File: config.mk
export PLATFORM = sky130hd
export DESIGN_NAME = serial_sub
export DESIGN_NICKNAME = d
export VERILOG_FILES = /design/src/rtl/serial_sub.sv
export SDC_FILE = /design/constraint.sdc
export NUM_CORES = 1
export LEC_CHECK = 0
export CAP_MARGIN = 20
export CORE_ASPECT_RATIO = 0.7
export CORE_MARGIN = 2
export CORE_UTILIZATION = 55
export DETAILED_ROUTE_END_ITERATION = 10
export PLACE_DENSITY = 0.81
export SLEW_MARGIN = 10
export SYNTH_ARGS = -nofsm -noshare
export SYNTH_HDL_FRONTEND = slang
export SYNTH_SLANG_ARGS = --single-unit
export TNS_END_PERCENT = 20
File: constraint.sdc
create_clock -name clk -period 2.2 [get_ports clk]
set_input_delay 0.44 -clock clk [delete_from_list [all_inputs] [get_ports clk]]
set_output_delay 0.44 -clock clk [all_outputs]
set_load 0.02 [all_outputs]
File: src/rtl/serial_sub.sv
// Bit-serial unsigned subtractor: one full-subtractor cell walks a - b LSB first.
// busy/done are registered copies of the FSM state, so they trail the state by one cycle.
module serial_sub #(
  parameter int WIDTH = 8
) (
  input  logic             clk,
  input  logic             reset,
  input  logic             start,
  input  logic [WIDTH-1:0] a,
  input  logic [WIDTH-1:0] b,
  output logic             busy,
  output logic             done,
  output logic [WIDTH-1:0] out,
  output logic             borrow
);

  localparam int CW = $clog2(WIDTH) + 1;
  localparam logic [CW-1:0] LAST_BIT = CW'(WIDTH - 1);

  typedef enum logic [1:0] {
    IDLE  = 2'd0,
    SHIFT = 2'd1,
    DONE  = 2'd2
  } state_t;

  state_t           state_q;
  logic [WIDTH-1:0] a_q;
  logic [WIDTH-1:0] b_q;
  logic [WIDTH-1:0] res_q;
  logic             br_q;
  logic [CW-1:0]    cnt_q;
  logic             busy_q;
  logic             done_q;
  logic [WIDTH-1:0] out_q;
  logic             borrow_q;

  logic             a0;
  logic             b0;
  logic             diff_d;
  logic             br_d;
  logic [WIDTH-1:0] res_d;

  // Full-subtractor cell over the current operand LSBs and the running borrow.
  always_comb begin
    a0     = a_q[0];
    b0     = b_q[0];
    diff_d = a0 ^ b0 ^ br_q;
    br_d   = (~a0 & b0) | (~(a0 ^ b0) & br_q);
    res_d  = {diff_d, res_q[WIDTH-1:1]};
  end

  always_ff @(posedge clk) begin
    if (reset) begin
      state_q  <= IDLE;
      a_q      <= '0;
      b_q      <= '0;
      res_q    <= '0;
      br_q     <= 1'b0;
      cnt_q    <= '0;
      busy_q   <= 1'b0;
      done_q   <= 1'b0;
      out_q    <= '0;
      borrow_q <= 1'b0;
    end else begin
      busy_q <= (state_q == SHIFT);
      done_q <= (state_q == DONE);
      case (state_q)
        IDLE: begin
          if (start) begin
            a_q     <= a;
            b_q     <= b;
            res_q   <= '0;
            br_q    <= 1'b0;
            cnt_q   <= '0;
            state_q <= SHIFT;
          end
        end
        SHIFT: begin
          res_q <= res_d;
          a_q   <= a_q >> 1;
          b_q   <= b_q >> 1;
          br_q  <= br_d;
          cnt_q <= cnt_q + 1'b1;
          if (cnt_q == LAST_BIT) begin
            state_q <= DONE;
          end
        end
        DONE: begin
          // Result is published on the same edge that raises done.
          out_q    <= res_q;
          borrow_q <= br_q;
          state_q  <= IDLE;
        end
        default: state_q <= IDLE;
      endcase
    end
  end

  assign busy   = busy_q;
  assign done   = done_q;
  assign out    = out_q;
  assign borrow = borrow_q;

endmodule

# Word level (Yosys, flattened, before mapping)
# Cells that the tools add are included.
[totals]
register_bits = 42
latchBits = 0
mem_bits_rw = 0
rom_bits = 0
in_bits = 19
output_inout_bits = 11
elab_cells = 40
n_memories = 0
[op_classes]
n_addsub = 1
multipliers = 0
n_div = 0
magnitude_cmp = 0
n_eq_ne = 5
n_shift = 0
mux = 13
n_bitwise = 7
reduce_logical = 4
[op_table]
columns = ["cell", "count"]
rows = [
  ["case mux 8 bit (2 select lines)", 3],
  ["two-way mux 8 bit", 3],
  ["case mux 4 bit (2 select lines)", 1],
  ["adder 4 x 1 -> 4 bit (second input constant)", 1],
  ["== test 4 x 3 -> 1 bit (second input constant)", 1],
  ["two-way mux 2 bit", 2],
  ["two-way mux 4 bit", 1],
  ["case mux 2 bit (2 select lines)", 1],
  ["AND reduction 2 bit", 2],
  ["AND 1 bit", 2],
  ["== test 2 x 1 -> 1 bit (second input constant)", 1],
  ["== test 2 bit (second input constant)", 1],
  ["logical NOT 2 bit", 1],
  ["!= test 2 x 1 -> 1 bit (second input constant)", 1],
  ["!= test 2 bit (second input constant)", 1],
  ["NOT 1 bit", 2],
  ["case mux 1 bit (2 select lines)", 1],
  ["nonzero test 2 bit", 1],
  ["XOR 1 bit", 2],
  ["two-way mux 1 bit", 1],
  ["bitwise OR 1 bit", 1],
]

# Logic depth before layout (Yosys ltp)
# Gate-level depths: netlist of the first run.
[depth]
depth_word = 5
ltp_mapped = 5
ltp_nobuf = 4

# Worst setup path after synthesis of the first run
# OpenSTA, ideal clock, no wires.
[synth_path]
path_type = "input-to-reg"
start = "input reset"
end = "register res_q[0]"
setup_time_ns = 0.117
t_arrival_ns = 1.111
required_ns = 2.083
slack_ns = 0.973
stages = 4
path_buffers = 2
path_cell_list = "clkbuf_1 nor2_1 buf_2 a22o_1"
[synth_rtl]
columns = ["element", "line_no", "rtl"]
rows = [
  ["from (decl)", "7", "input logic reset,"],
  ["to (signal assigned)", "79", "res_q <= res_d;"],
  ["to (decl)", "29", "logic [WIDTH-1:0] res_q;"],
]

# Worst setup path in the final report of the first run
[layout_path]
start = "register out_q[2] (netlist: out[2])"
end = "output out[2]"
[layout_rtl]
columns = ["element", "line_no", "rtl"]
rows = [
  ["from (decl)", "34", "logic [WIDTH-1:0] out_q;"],
  ["from (signal assigned)", "90", "out_q <= res_q;"],
  ["to (decl)", "13", "output logic [WIDTH-1:0] out,"],
]
# No word-level cell between the ends.

==> flow_summary.ini, run 1 <==
[global_route]
grt_start_max_net_pins = 16
grt_pass1_vias = 1298
grtUsageTotal_pct = 22.2
grt-busiest-layer = met2
grt_use_met3_pct = 5.62
grt_use_met1_pct = 30.8
grt_pass1_wl_um = 6140
grt_overflow = 0
gr-usage-met2_pct = 34.1
antenna_found_initial = 0

[floorplan]
rows = 16
die_w_um = 70.5
core_area_um2 = 2860
io_pins = 30
dieHeight_um = 50.5
die_area_um2 = 3560
start_util_pct = 59.4

[power_and_ir_drop]
totalPowerFinal_mw = 1.58
irDropWorstVdd_mv = 0.507
p_leak_nw = 0.779
p_switching_mw = 0.362
intPower_mw = 1.21
switching_share_pct = 22.9
pwr-share-comb_pct = 10.5
p_clk_share_pct = 37.9
powerDensity_nw_per_um2 = 747
seq_power_share_pct = 51.6

[min_path]
hold_path.startpoint = out[1]$_SDFFE_PP0P_
hold_class = reg -> reg

[setup_path]
timing.rr.end = b_q[4]$_SDFFE_PP0P_
critPathKind = reg -> out
crit_path_cell_trace = clkdlybuf4s50_1
critPathArrivalTime_ns = 1.25
r2r_slack_ns = 0.70
start_kind = flop
cp_max_fo = 2
slowest_delay_ns = 0.62
path_depth = 1
reg2reg_from = state_q[0]$_SDFFE_PP0P_
slowest_stage = clkdlybuf4s50_1
crit_family = buffers and inverters
cp.required_ns = 1.76
endpoint = out[2]
end_kind = output pin
cp.buffers_inverters = 1
rr_worst_depth = 4
crit_start = out[2]$_SDFFE_PP0P_

[detailed_routing]
vias = 1403
detail_route.vias_per_cell = 5.73
route.detailed.drc = 0
avgRoutedWirePerCell_um = 14.7
first_iter_violations = 84
ant_nets = 0
wirelength_um = 3590
drt-pass1-iter-count = 4

[clocking]
cts_buffers = 5
clock_latency_ns = 0.30
cts_tree = yes
postCtsSetupBuffers = 0
cts_hold_buf = 0
root_buffer = clkbuf_8
htree_levels = 2
cts_resized = 0
clock_path_buffers = 2
clock-sinks = 42
clk_pin_slew_ns = 0.08

[synth]
yosysWarnings = 0
synth_edf_count = 0
async_reset_ff_share_pct = 0
seq_area_frac_synth_pct = 49.4
synthesis.area_um2 = 1700
synth_xor_area_share_pct = 0
netlist_instances = 179
muxShareOfSynthArea_pct = 0.662
ys_ff_latch = 42
synth_cell_type_count = 30
synth_top_family_by_area = compound AO/OA/AOI/OAI gates
yosys.area_share.simple_pct = 17.1
synth_compound_area_share_pct = 25.5
synth_ff_type = dfxtp_1
syn-num-nets = 200
syn_avg_cell_area_um2 = 9.51
synthAdderAreaFrac_pct = 1.91

[layout]
nets = 229
area_delta_synth_final_pct = 24.0
layout_common_cells = 42 x dfxtp_1, 30 x nor2_1, 29 x clkdlybuf4s50_1
final_layout_size_suffix_gt1_share_pct = 10.5
final_common_cell = dfxtp_1
multi_input_area_um2 = 768
antennaDiodeCount = 0
fillers = 199
regArea_um2 = 841

[sta]
hold_violations = 0
tightest_slew_ns = 0.619
post-route-period-util_pct = 76.9
setup_viol = 0
drv_slew = 0
max_slew_margin_pct = 58.6
fin_setup_tns_ns = 0
rsz0062_at_grt = no
period_needed_ns = 1.69
max_freq_ghz = 0.591
finalClockSkew_ns = 0.0112

[outcome]
status = finished, final reports clean

[place]
gp_congestion = 0.786
dpl.hpwl_um = 2490
portBuffers = 29

[flow_run]
cap_viol_max_count = 0
==> state kept, by name, summed over array words and instances (netlist names) <==
signal,flops
a_q,8
b_q,8
out,8
res_q,8
cnt_q,4
state_q,2
borrow,1
br_q,1
busy,1
done,1
==> cells in the mapped netlist (all sizes together), types with 3 or more instances <==
cell type   n  area (um^2)
clkbuf      5         18.8
nand2      20         75.1
inv         4         15.0
dfxtp      42          841
o2bb2ai    11         96.3
buf         8         58.8
nor2       31          124
nand3       3         15.0
nand2b      3         18.8
a22o       10         87.6
o22ai       3         18.8
a21oi       9         45.0
a211oi     13          123
==> per-stage QoR <==
stage	instances	utilization (%)	area [um^2]	hold slack [ns]	worst slack [ns]
floorplan	179	-	1700	0.432	0.973
global placement	237	70.0	2000	0.442	0.568
detailed placement	237	70.0	2000	0.449	0.484
CTS	245	73.7	2110	0.460	0.505
global route	245	73.7	2110	0.469	0.459
finish	245	73.7	2110	0.457	0.508
==> worst min path at each step <==
| stage | endpoint | cells after the start |
|---|---|---|
| 3_5_place_dp | borrow$_SDFFE_PP0P_ | 2 |
| 5_1_grt | out[7]$_SDFFE_PP0P_ | 2 |
| 4_1_cts | borrow$_SDFFE_PP0P_ | 2 |
| 3_3_place_gp | out[7]$_SDFFE_PP0P_ | 2 |
| 2_1_floorplan | out[0]$_SDFFE_PP0P_ | 2 |
| 6_report | out[1]$_SDFFE_PP0P_ | 2 |
==> final cells by class <==
class | count | area share [%]
clock inverter | 1 | 1.42
inverter | 4 | 0.711
sequential | 42 | 39.8
tap | 36 | 2.13
multi-input combinational | 120 | 36.4
clock buffer | 7 | 3.62
timing repair buffer | 35 | 15.9
==> logic make-up after synthesis <==
logic type	Yosys count
AO/OA/AOI/OAI	53
adder cells (fa/ha/maj)	2
buffers and inverters	17
flip-flops	42
multiplexers	1
AND/OR/NAND/NOR	64
==> metal layers <==
| metal | part of all wire [%] | routed length [um] |
|---|---|---|
| met1 | 50 | 1790 |
| met2 | 45 | 1610 |
| met3 | 4.2 | 151 |
| met4 | 1.1 | 41 |
| met5 | 0 | 0 |
==> worst min-delay path, delay by kind of cell, from the launching register on <==
kind	cells	cell delay, ns
AO/OA/AOI/OAI	1	0.05
flip-flops	1	0.31
AND/OR/NAND/NOR	1	0.05
==> power groups by stage <==
stage               registers (mW)  clock network [mW]  logic [mW]
floorplan                    0.825                   0       0.111
global placement             0.829                   0       0.158
detailed placement           0.831                   0       0.165
CTS                          0.814               0.596       0.165
global route                 0.817               0.636       0.182
finish                       0.814               0.597       0.165
Power figures use the tool's default switching activity.
==> run 2: changes to the inputs <==
Settings changed: CORE_UTILIZATION 55 to 46, PLACE_DENSITY 0.81 to 0.72.
Clock period 2.2 ns to 1.5 ns, I/O delays scaled along.
==> flow_summary.ini, run 2 (same netlist as run 1, synthesis figures left out) <==
[setup_path]
critPathKind = reg -> reg
start_kind = flop
cp_max_fo = 15
crit_family = buffers and inverters
slowest_delay_ns = 0.35
crit_path_cell_trace = buf_4 -> inv_1 -> o2bb2ai_1 -> a221oi_1
critPathArrivalTime_ns = 1.55
cp.buffers_inverters = 2
cp.required_ns = 1.70
slowest_stage = inv_1
end_kind = flop

[layout]
final_layout_size_suffix_gt1_share_pct = 12.7
fin_util_pct = 60.7
design_area_um2 = 2150
antennaDiodeCount = 0
nets = 233
area_delta_synth_final_pct = 26.1
fillers = 312
fin_cells = 263
layout_common_cells = 42 x dfxtp_1, 30 x nor2_1, 20 x nand2_1
final_common_cell = dfxtp_1

[detailed_routing]
vias = 1392
first_iter_violations = 65
drt-pass1-iter-count = 4
ant_nets = 0
detail_route.vias_per_cell = 5.29
route.detailed.drc = 0
wirelength_um = 3610
avgRoutedWirePerCell_um = 13.7

[power_and_ir_drop]
totalPowerFinal_mw = 2.19
p_leak_nw = 0.864
irDropWorstVdd_mv = 0.670
powerDensity_nw_per_um2 = 1020

[place]
gp_congestion = 0.770
portBuffers = 29
dpl.hpwl_um = 2480
place_inst = 255
place_area_um2 = 2060

[sta]
max_freq_ghz = 0.737
finalClockSkew_ns = 0.00648
rsz0062_at_grt = no
hold_violations = 0
drv_slew = 0
period_needed_ns = 1.36
setup_viol = 0
tightest_slew_ns = 0.539
max_slew_margin_pct = 64.0
fin_setup_tns_ns = 0
post-route-period-util_pct = 90.4

[min_path]
hold_class = reg -> reg

[clocking]
cts_tree = yes
root_buffer = clkbuf_8
cts_buffers = 5
clock_latency_ns = 0.29
clk_pin_slew_ns = 0.08
htree_levels = 2
clock-sinks = 42
cts_hold_buf = 0
clock_path_buffers = 2

[global_route]
grt_pass1_wl_um = 6010
grtUsageTotal_pct = 18.8
grt_pass1_vias = 1279
grt_start_max_net_pins = 21
grt_overflow = 0
antenna_found_initial = 0

[floorplan]
dieHeight_um = 54.9
die_area_um2 = 4210
rows = 18
start_util_pct = 48.1
core_area_um2 = 3540
io_pins = 30
die_w_um = 76.7

[outcome]
status = finished, final reports clean

[flow_run]
cap_viol_max_count = 0
[run 2: changes by cell type in the layout (fill, tap and decap cells not counted), sizes merged]
| cell | change |
|---|---|
| buf | +4 |
| bufinv | -1 |
| clkdlybuf4s50 | -11 |
| clkinv | +1 |
| dlygate4sd2 | +10 |
| dlymetal6s2s | +1 |
[run 2: report_power, final]
group	leakage [nW]	internal, mW	switching [mW]	total, mW
Clock	0.0482	0.371	0.372	0.743
Combinational	0.472	0.132	0.129	0.261
Sequential	0.343	1.16	0.0264	1.19
[run 2: worst min-delay path, delay by kind of cell (launching register included)]
family	cells	cell delay [ns]
and+or+nand+nor	1	0.05
DFF	1	0.31
AOI/OAI and AO/OA	1	0.05
[run 2: metrics by stage]
step	hold WS [ns]	setup slack, ns
2_1_floorplan	0.432	0.308
3_3_place_gp	0.440	-0.0153
3_5_place_dp	0.444	-0.0832
4_1_cts	0.452	0.00396
5_1_grt	0.477	0.0373
6_report	0.450	0.143
[run 2: worst paths after layout]
path | start | end | slack (ns) | cells past startpoint
max reg2reg | state_q[0]$_SDFFE_PP0P_ | a_q[0]$_SDFFE_PP0P_ | 0.14 | 4
min reg2reg | out[0]$_SDFFE_PP0P_ | out[0]$_SDFFE_PP0P_ | 0.45 | 2
min | out[0]$_SDFFE_PP0P_ | out[0]$_SDFFE_PP0P_ | 0.45 | 2
max | state_q[0]$_SDFFE_PP0P_ | a_q[0]$_SDFFE_PP0P_ | 0.14 | 4
[run 2: final cells by class]
cell class              instances  area (um^2)  share of cell area, %
inverters                       4         15.0                  0.700
clock buffers                   7         86.3                   4.02
well taps                      50         62.6                   2.92
repair buffers                 39          368                   17.1
clock inverters                 1         5.00                  0.233
flip-flops and latches         42          841                   39.2
multi-input cells             120          768                   35.8
[run 2: what timing repair did]
item / CTS / global route
setup endpoints to repair: 10 / 1
buffers inserted: 0 / 0
gates resized for setup: 10 / 1
[run 2: layer usage]
layer | up-vias | wire (um) | GRT usage, %
met3 | 5 | 156 | 4.13
met5 | - | 0 | 0
met1 | 656 | 1730 | 24.6
met4 | 0 | 54 | 10.0
met2 | 27 | 1670 | 29.8
li1 | 704 | - | -
==> run 3: changes to the inputs <==
Settings changed: ABC_CLOCK_PERIOD_IN_PS set to 1500.
==> results of run 3 <==
Final layout, timing and power as in run 2 (identical DEF).
